===== config.mk =====
export PLATFORM = sky130hd
export DESIGN_NAME = sync_fifo_ctrl
export DESIGN_NICKNAME = d
export VERILOG_FILES = /design/src/rtl/sync_fifo_pkg.sv /design/src/rtl/sync_fifo_ram.sv /design/src/rtl/sync_fifo_ctrl.sv
export SDC_FILE = /design/constraint.sdc
export NUM_CORES = 1
export LEC_CHECK = 0
export CORE_ASPECT_RATIO = 0.75
export CORE_MARGIN = 2
export CORE_UTILIZATION = 39
export DETAILED_ROUTE_END_ITERATION = 16
export DONT_BUFFER_PORTS = 1
export PLACE_DENSITY = 0.64
export SLEW_MARGIN = 5
export SYNTH_ARGS = -nofsm -noshare
export SYNTH_HDL_FRONTEND = slang
export SYNTH_SLANG_ARGS = --single-unit
export TNS_END_PERCENT = 10

===== constraint.sdc =====
create_clock -name clk -period 4.4 [get_ports clk]
set_clock_uncertainty 0.2 [all_clocks]
set_input_delay 0.88 -clock clk [delete_from_list [all_inputs] [get_ports clk]]
set_output_delay 0.88 -clock clk [all_outputs]
set_load 0.01 [all_outputs]

===== src/rtl/sync_fifo_pkg.sv =====
// Shared widths, helper function and status struct for the single-clock FIFO family.
// Pointers and level carry one extra bit so that a full FIFO can be told apart from an empty one.
package sync_fifo_pkg;

    // Ceiling log2, usable in parameter expressions.
    function automatic int clog2(input int value);
        int result;
        result = 0;
        for (int i = 0; i < 32; i++) begin
            if ((1 << i) < value) begin
                result = i + 1;
            end
        end
        return result;
    endfunction

    localparam int P_DATA_WIDTH  = 16;
    localparam int P_DEPTH       = 16;
    localparam int P_ADDR_WIDTH  = clog2(P_DEPTH);
    localparam int P_PTR_WIDTH   = P_ADDR_WIDTH + 1;
    localparam int P_LEVEL_WIDTH = P_ADDR_WIDTH + 1;
    localparam int P_AF_THRESH   = 12;
    localparam int P_AE_THRESH   = 4;

    typedef struct packed {
        logic full;
        logic empty;
        logic almost_full;
        logic almost_empty;
    } fifo_status_t;

endpackage


===== src/rtl/sync_fifo_ram.sv =====
// Simple dual-port storage: synchronous write, registered read that holds its value when not read.
// Only the read register is reset; the array keeps whatever it held.
module sync_fifo_ram #(
    parameter int DATA_WIDTH = 16,
    parameter int DEPTH      = 16,
    parameter int ADDR_WIDTH = 4
) (
    input  logic                  i_clk,
    input  logic                  i_rst,
    input  logic                  i_we,
    input  logic [ADDR_WIDTH-1:0] i_waddr,
    input  logic [DATA_WIDTH-1:0] i_wdata,
    input  logic                  i_re,
    input  logic [ADDR_WIDTH-1:0] i_raddr,
    output logic [DATA_WIDTH-1:0] o_rdata
);

    logic [DATA_WIDTH-1:0] r_mem [DEPTH];
    logic [DATA_WIDTH-1:0] r_rdata;

    always_ff @(posedge i_clk) begin
        if (i_we) begin
            r_mem[i_waddr] <= i_wdata;
        end
    end

    // Read-before-write: a same-edge write to the read address is not seen here.
    always_ff @(posedge i_clk) begin
        if (i_rst) begin
            r_rdata <= '0;
        end else if (i_re) begin
            r_rdata <= r_mem[i_raddr];
        end
    end

    assign o_rdata = r_rdata;

endmodule


===== src/rtl/sync_fifo_ctrl.sv =====
// Single-clock FIFO controller: pointers, exact level, threshold flags, sticky errors.
// Define SYNC_FIFO_FWFT_EN for first-word-fall-through output; otherwise reads have 1-cycle latency.
module sync_fifo_ctrl
    import sync_fifo_pkg::*;
#(
    parameter int DATA_WIDTH = P_DATA_WIDTH,
    parameter int DEPTH      = P_DEPTH,
    parameter int ADDR_WIDTH = P_ADDR_WIDTH,
    parameter int AF_THRESH  = P_AF_THRESH,
    parameter int AE_THRESH  = P_AE_THRESH
) (
    input  logic                  clk,
    input  logic                  rst,
    input  logic                  wr_en,
    input  logic [DATA_WIDTH-1:0] data_in,
    input  logic                  rd_en,
    output logic [DATA_WIDTH-1:0] data_out,
    output logic                  data_valid,
    output logic                  fifo_full,
    output logic                  fifo_empty,
    output logic                  almost_full,
    output logic                  almost_empty,
    output logic [ADDR_WIDTH:0]   level,
    output logic                  overflow,
    output logic                  underflow
);

    localparam logic [ADDR_WIDTH:0] LP_AF  = AF_THRESH[ADDR_WIDTH:0];
    localparam logic [ADDR_WIDTH:0] LP_AE  = AE_THRESH[ADDR_WIDTH:0];
    localparam logic [ADDR_WIDTH:0] LP_ONE = {{ADDR_WIDTH{1'b0}}, 1'b1};

    logic [ADDR_WIDTH:0]   r_wr_ptr;
    logic [ADDR_WIDTH:0]   r_rd_ptr;
    logic [ADDR_WIDTH:0]   r_level;
    logic                  r_overflow;
    logic                  r_underflow;
    logic [ADDR_WIDTH:0]   w_rd_ptr_next;
    logic                  w_rd_ok;
    logic                  w_wr_ok;
    logic                  w_ram_we;
    logic                  w_ram_re;
    logic [ADDR_WIDTH-1:0] w_ram_raddr;
    logic [DATA_WIDTH-1:0] w_ram_rdata;
    fifo_status_t          w_status;

    // Full/empty come from the pointers (wrap bit decides); thresholds from the level counter.
    always_comb begin
        w_status              = '0;
        w_status.empty        = (r_wr_ptr == r_rd_ptr);
        w_status.full         = (r_wr_ptr[ADDR_WIDTH] != r_rd_ptr[ADDR_WIDTH]) &&
                                (r_wr_ptr[ADDR_WIDTH-1:0] == r_rd_ptr[ADDR_WIDTH-1:0]);
        w_status.almost_full  = (r_level >= LP_AF);
        w_status.almost_empty = (r_level <= LP_AE);
    end

    assign w_rd_ok       = rd_en & ~w_status.empty;
    assign w_wr_ok       = wr_en & (~w_status.full | w_rd_ok);
    assign w_ram_we      = w_wr_ok & ~rst;
    assign w_rd_ptr_next = w_rd_ok ? (r_rd_ptr + LP_ONE) : r_rd_ptr;

    always_ff @(posedge clk) begin
        if (rst) begin
            r_wr_ptr    <= '0;
            r_rd_ptr    <= '0;
            r_level     <= '0;
            r_overflow  <= 1'b0;
            r_underflow <= 1'b0;
        end else begin
            if (w_wr_ok) begin
                r_wr_ptr <= r_wr_ptr + LP_ONE;
            end
            r_rd_ptr <= w_rd_ptr_next;
            case ({w_wr_ok, w_rd_ok})
                2'b10:   r_level <= r_level + LP_ONE;
                2'b01:   r_level <= r_level - LP_ONE;
                default: r_level <= r_level;
            endcase
            if (wr_en && !w_wr_ok) begin
                r_overflow <= 1'b1;
            end
            if (rd_en && !w_rd_ok) begin
                r_underflow <= 1'b1;
            end
        end
    end

`ifdef SYNC_FIFO_FWFT_EN
    // The RAM read register always tracks the head-to-be; a write landing on that
    // address in the same edge is caught by the bypass register instead.
    logic                  r_byp_valid;
    logic [DATA_WIDTH-1:0] r_byp_data;

    assign w_ram_re    = 1'b1;
    assign w_ram_raddr = w_rd_ptr_next[ADDR_WIDTH-1:0];

    always_ff @(posedge clk) begin
        if (rst) begin
            r_byp_valid <= 1'b0;
            r_byp_data  <= '0;
        end else begin
            r_byp_valid <= w_ram_we && (r_wr_ptr[ADDR_WIDTH-1:0] == w_rd_ptr_next[ADDR_WIDTH-1:0]);
            r_byp_data  <= data_in;
        end
    end

    assign data_out   = r_byp_valid ? r_byp_data : w_ram_rdata;
    assign data_valid = ~w_status.empty;
    assign fifo_empty = ~data_valid;
`else
    logic r_data_valid;

    assign w_ram_re    = w_rd_ok;
    assign w_ram_raddr = r_rd_ptr[ADDR_WIDTH-1:0];

    always_ff @(posedge clk) begin
        if (rst) begin
            r_data_valid <= 1'b0;
        end else begin
            r_data_valid <= w_rd_ok;
        end
    end

    assign data_out   = w_ram_rdata;
    assign data_valid = r_data_valid;
    assign fifo_empty = w_status.empty;
`endif

    sync_fifo_ram #(
        .DATA_WIDTH (DATA_WIDTH),
        .DEPTH      (DEPTH),
        .ADDR_WIDTH (ADDR_WIDTH)
    ) u_ram (
        .i_clk   (clk),
        .i_rst   (rst),
        .i_we    (w_ram_we),
        .i_waddr (r_wr_ptr[ADDR_WIDTH-1:0]),
        .i_wdata (data_in),
        .i_re    (w_ram_re),
        .i_raddr (w_ram_raddr),
        .o_rdata (w_ram_rdata)
    );

    assign fifo_full    = w_status.full;
    assign almost_full  = w_status.almost_full;
    assign almost_empty = w_status.almost_empty;
    assign level        = r_level;
    assign overflow     = r_overflow;
    assign underflow    = r_underflow;

endmodule

After elaboration in Yosys (flattened, before gate mapping). Memory sizes are Yosys's and may differ from the RTL's. A register that Yosys moved wholly into a read port is not among the register bits. Index checks and enable logic that the tools add are counted.

Register bits after elaboration: 102. Bits in writable memories: 256. Output and inout port bits: 56. Logic and storage cells: 32. Memories: 1.

Memories: u_ram.r_mem (words 16, width 16, rd ports 1, clocked after memory_dff 1, write ports 1, line sync_fifo_ram.sv:18) `logic [DATA_WIDTH-1:0] r_mem [DEPTH];`.

Add/sub/neg operators: 4. Equality and inequality tests: 5. Mux-type cells: 3. Bitwise logic cells: 7. Reduce and logical (&&, ||, !) cells: 6.

Operator list (number): 33-bit by 1-bit adder with 33-bit output (second input constant) (3); 33-bit one-hot mux with 2 select lines (1); 33-bit equality test (1); 33-bit by 1-bit subtractor with 33-bit output (second input constant) (1); 32-bit equality test (1); 1-bit AND (3); 1-bit logical AND (3); 1-bit NOT (3); 2-bit by 1-bit equality test with 1-bit output (second input constant) (1); 2-bit equality test (second input constant) (1); 1-bit logical NOT (2); 1-bit two-way mux (2); 2-bit nonzero test (1); 1-bit != test (1); 1-bit OR (1).

Longest topological paths before layout.
Word-level depth: 8. Mapped depth: 19.

Cells and area by module. Synthesis repeated with hierarchy kept, for this count alone.

Cell total of the unflattened synthesis: 1407. Area, all modules: 16946.3 µm².

By module, submodules not included: sync_fifo_ram (times used 1, cells each 606, area each 10545.1 µm², sequential area each 8007.7 µm²); sync_fifo_ctrl (times used 1, cells each 801, area each 6401.1 µm², sequential area each 2042.0 µm²).

Least setup slack after synthesis. OpenSTA, ideal clock, no wires.

Kind: reg2reg. Start: register r_rd_ptr[1]. End: register r_level[24] (netlist: level[24]). Setup time: 86 ps. Arrival time: 4457 ps. Required time: 4114 ps. Setup slack: -342 ps. Stages on the path, launching flop included: 19. Buffers on the path: 2. Period minus slack after synthesis: 4742 ps. Path through: dfxtp_1 buf_2 xor2_1 nor4_1 nand4_2 o31ai_4 or2_2 buf_2 inv_1 ha_1 nor2b_1 o31a_1 o311ai_1 o21a_1 o21ai_1 a311oi_1 o21ai_0 xnor2_1 a211oi_1.

Cells in the longest elaborated chain, start to end: 7. Elaborated cells between the ends (all ways): 12. Classes of those cells: eq/ne: 4; mux: 1; bitwise: 5; reduce/logical: 2.

Ends and longest elaborated chain: start: declaration (line sync_fifo_ctrl.sv:33) `logic [ADDR_WIDTH:0] r_rd_ptr;`; start signal: assignment (line sync_fifo_ctrl.sv:72) `r_rd_ptr <= w_rd_ptr_next;`; 33-bit equality test or 32-bit equality test (tied branches) (line sync_fifo_ctrl.sv:49, sync_fifo_ctrl.sv:51); 1-bit NOT or 1-bit logical AND (tied branches) (line sync_fifo_ctrl.sv:56, sync_fifo_ctrl.sv:50); 1-bit AND or 1-bit NOT (tied branches) (line sync_fifo_ctrl.sv:56, sync_fifo_ctrl.sv:57); 1-bit OR (line sync_fifo_ctrl.sv:57) `assign w_wr_ok = wr_en & (~w_status.full | w_rd_ok);`; 1-bit AND (line sync_fifo_ctrl.sv:57); 2-bit by 1-bit equality test with 1-bit output or 2-bit equality test (tied branches) (line sync_fifo_ctrl.sv:73) `case ({w_wr_ok, w_rd_ok})`; 33-bit one-hot mux with 2 select lines or 2-bit nonzero test (tied branches); end signal: assignment (line sync_fifo_ctrl.sv:74) `2'b10: r_level <= r_level + LP_ONE;`; end signal: assignment (line sync_fifo_ctrl.sv:75) `2'b01: r_level <= r_level - LP_ONE;`; end signal: assignment (line sync_fifo_ctrl.sv:76) `default: r_level <= r_level;`; end: declaration (line sync_fifo_ctrl.sv:34) `logic [ADDR_WIDTH:0] r_level;`.

Parallel ways exist; a longest one is shown, timed or not. A chain may end at the register's enable or synchronous reset.

Worst setup path after layout.
Start: register r_rd_ptr[1]. End: register r_level[32] (netlist: level[32]).

The elaborated chain is that of the path after synthesis.

==> results.cfg <==
[clock_tree]
cts_buffer_depth = 3
cts_tree = yes
worstSkewPairLatency_ps = 540
clkTransAtPathRegs_ps = 60
htreeDepth = 2
cts_hold_buffers = 0
cts_made_buffers = 40
clock-sinks = 374
cts-root-buf = clkbuf_16

[timing]
setup_tns_ps = 0
setup_ws_ps = 154
relSlewSlack = 0.172
worstMarginPinSlew_ps = 1240
timing.fmax_ghz = 0.235
finalHoldViolations = 0
rsz0062_at_grt = yes
timing.final.crit_share = 0.965
setup_viol_count_final = 0
fin_hold_ws_ps = 221
slew_violations = 0
fin_crit_ps = 4250

[final_layout]
num_antenna_cells = 0
nNetsFinal = 1299
mostFrequentLayoutCell = edfxtp_1
regArea_mm2 = 0.0101
fill_cells = 3748
areaGrowthSynthToFinish_pct = 14.9
stdcell_area_mm2 = 0.0188
layout-drive-gt1-share = 0.189
multiInputGateArea_mm2 = 0.00619
final_cell_mix = edfxtp_1 (256), nor2_1 (115), dfxtp_1 (114), mux4_2 (80), nand2_1 (79)

[route]
ant_nets = 0
drt_iter0_drc = 837
routed_wl_mm = 37.0
drc = 0
routed_via_density = 5.32
drt-pass1-iter-count = 7
via_count = 9798
wire_per_inst_um = 20.1

[critical_path]
cp-start-kind = flop
required_ps = 4620
endpoint_kind = flop
crit_type = reg -> reg
crit_fanout = 18
arrival_ps = 4460

[synth]
yosysTopAreaCell = edfxtp_1
yosysWarnings = 0
syn_inst = 1187
syn_area_mm2 = 0.0164
seq_area_frac_synth = 0.613
synth_top_area_share = 0.469
ys_types = 57
synth_area_leaders = edfxtp_1 (47%), dfxtp_1 (14%), mux4_2 (11%)
synth_area_per_cell_um2 = 13.8
synth_flop_cell = edfxtp_1
synth_edf_count = 256
ys_async_sr_fraction = 0
synth-seq-cells = 374

[placed_design]
post-dp-hpwl_mm = 22.6
io_buffers = 0
dp_slack_ps = 22.5
gp_congestion = 0.871
place_area_mm2 = 0.0174

[floorplan]
ioPinCount = 76
die_area_mm2 = 0.0437
fp.dieW_um = 241
die_h_um = 182
placementRows = 65
start_util = 0.392
coreArea_mm2 = 0.0418

[pwr]
power_per_cell_area_mw_per_mm2 = 462
finalPower_uw = 8710
p_leak_uw = 0.00653
ir_drop_mv = 0.215

[job]
maxCapViolCount = 0

[global_route]
grt_remaining_overflow = 0
first_global_vias = 9548
track_usage = 0.168
grt_max_degree = 125
grt_pass1_wl_mm = 56.4
antenna_found_initial = 0

[outcome]
status = finished, final reports clean

[min_path]
hold_path_class = in -> reg
## per-layer routing
layer	vias up	routed length, um	GRT usage
li1	4575	-	-
met1	4926	17700	0.254
met2	253	16300	0.246
met3	44	2330	0.0304
met4	0	657	0.0469
met5	-	0	0
## what timing repair did
| action | in CTS | in global routing |
|---|---|---|
| buffers inserted | 0 | 3 |
| resized for setup | 2 | 18 |
| setup endpoints to repair | 1 | 13 |
| pin swaps | 0 | 6 |
## path summary, 6_finish.rpt
| path | start | endpoint | slack (ps) | cells after the start |
|---|---|---|---|---|
| worst min register to register | r_rd_ptr[16]$_SDFFE_PP0N_ | r_rd_ptr[16]$_SDFFE_PP0N_ | 300 | 2 |
| worst max-delay path | r_rd_ptr[1]$_SDFFE_PP0N_ | level[32]$_SDFFE_PP0P_ | 150 | 18 |
| worst max register to register | r_rd_ptr[1]$_SDFFE_PP0N_ | level[32]$_SDFFE_PP0P_ | 150 | 18 |
| worst min-delay path | rst | level[26]$_SDFFE_PP0P_ | 220 | 1 |
## flip-flops by register name (all words and copies together), names as in the netlist
name / cells
data_valid: 1
overflow: 1
r_rd_ptr: 33
u_ram.o_rdata: 16
underflow: 1
u_ram.r_mem: 256
r_wr_ptr: 33
level: 33
## power breakdown
part           switching [uW]  internal [uW]  leakage, uW  total (uW)
logic                     699            646      0.00264        1350
registers                 151           3870      0.00326        4020
clock network            1350           2000     0.000628        3340
total                    2200           6510      0.00653        8710
## critical path, cell delays in order, from the launching register on
cell and delay (ps):
dfxtp_2 320, xor2_1 170, nor4_2 330, buf_4 180, nand4_2 150, o31ai_4 210
or2_4 170, clkinvlp_4 110, buf_12 180, ha_4 250, nor2b_1 140, o31a_1 270
o311ai_2 270, o21a_1 220, o21ai_4 110, a211oi_1 240, o21bai_1 110, mux2i_1 160
mux2_1 330
## kinds of logic after synthesis
kind of cell	count (synthesis)	synth area share
buffers and inverters	75	0.0193
xor gates and xnor gates	111	0.0593
adders and majority gates	37	0.0287
AOI/OAI and AO/OA	140	0.0540
and+or+nand+nor	349	0.103
other	1	0.000229
muxes	100	0.122
DFF	374	0.613
## area by class of cell
| type | count | share of cell area |
|---|---|---|
| Sequential cell | 374 | 0.534 |
| Multi-Input combinational cell | 739 | 0.328 |
| Clock buffer | 48 | 0.0558 |
| Tap cell | 569 | 0.0378 |
| Timing Repair Buffer | 67 | 0.0274 |
| Clock inverter | 24 | 0.0128 |
| Inverter | 20 | 0.00418 |
## synthesized netlist by cell type, drive strengths merged, types with 2 or more instances
library cell / n
and2: 22
and4: 5
a21boi: 3
ha: 36
nor3: 15
nand2: 79
or2: 5
a21o: 11
inv: 19
o22ai: 2
o31ai: 3
nand3: 32
clkbuf: 34
and3: 14
nand4: 16
o311ai: 4
o31a: 2
xnor2: 36
a311oi: 2
or3: 13
nor4b: 3
a211oi: 13
o21ai: 22
a21oi: 54
mux2i: 19
o21bai: 5
nor4: 19
buf: 21
dfxtp: 118
a31oi: 5
o21a: 10
mux4: 80
edfxtp: 256
nand2b: 2
nor2b: 6
xor2: 75
nor2: 116
## stage by stage
step / utilization / std cells
6_report: 0.451 / 1841
5_1_grt: 0.451 / 1841
4_1_cts: 0.448 / 1838
3_5_place_dp: 0.417 / 1766
3_3_place_gp: 0.417 / 1766
2_1_floorplan: - / 1188
Note: power is estimated with default switching activity, not from simulation.
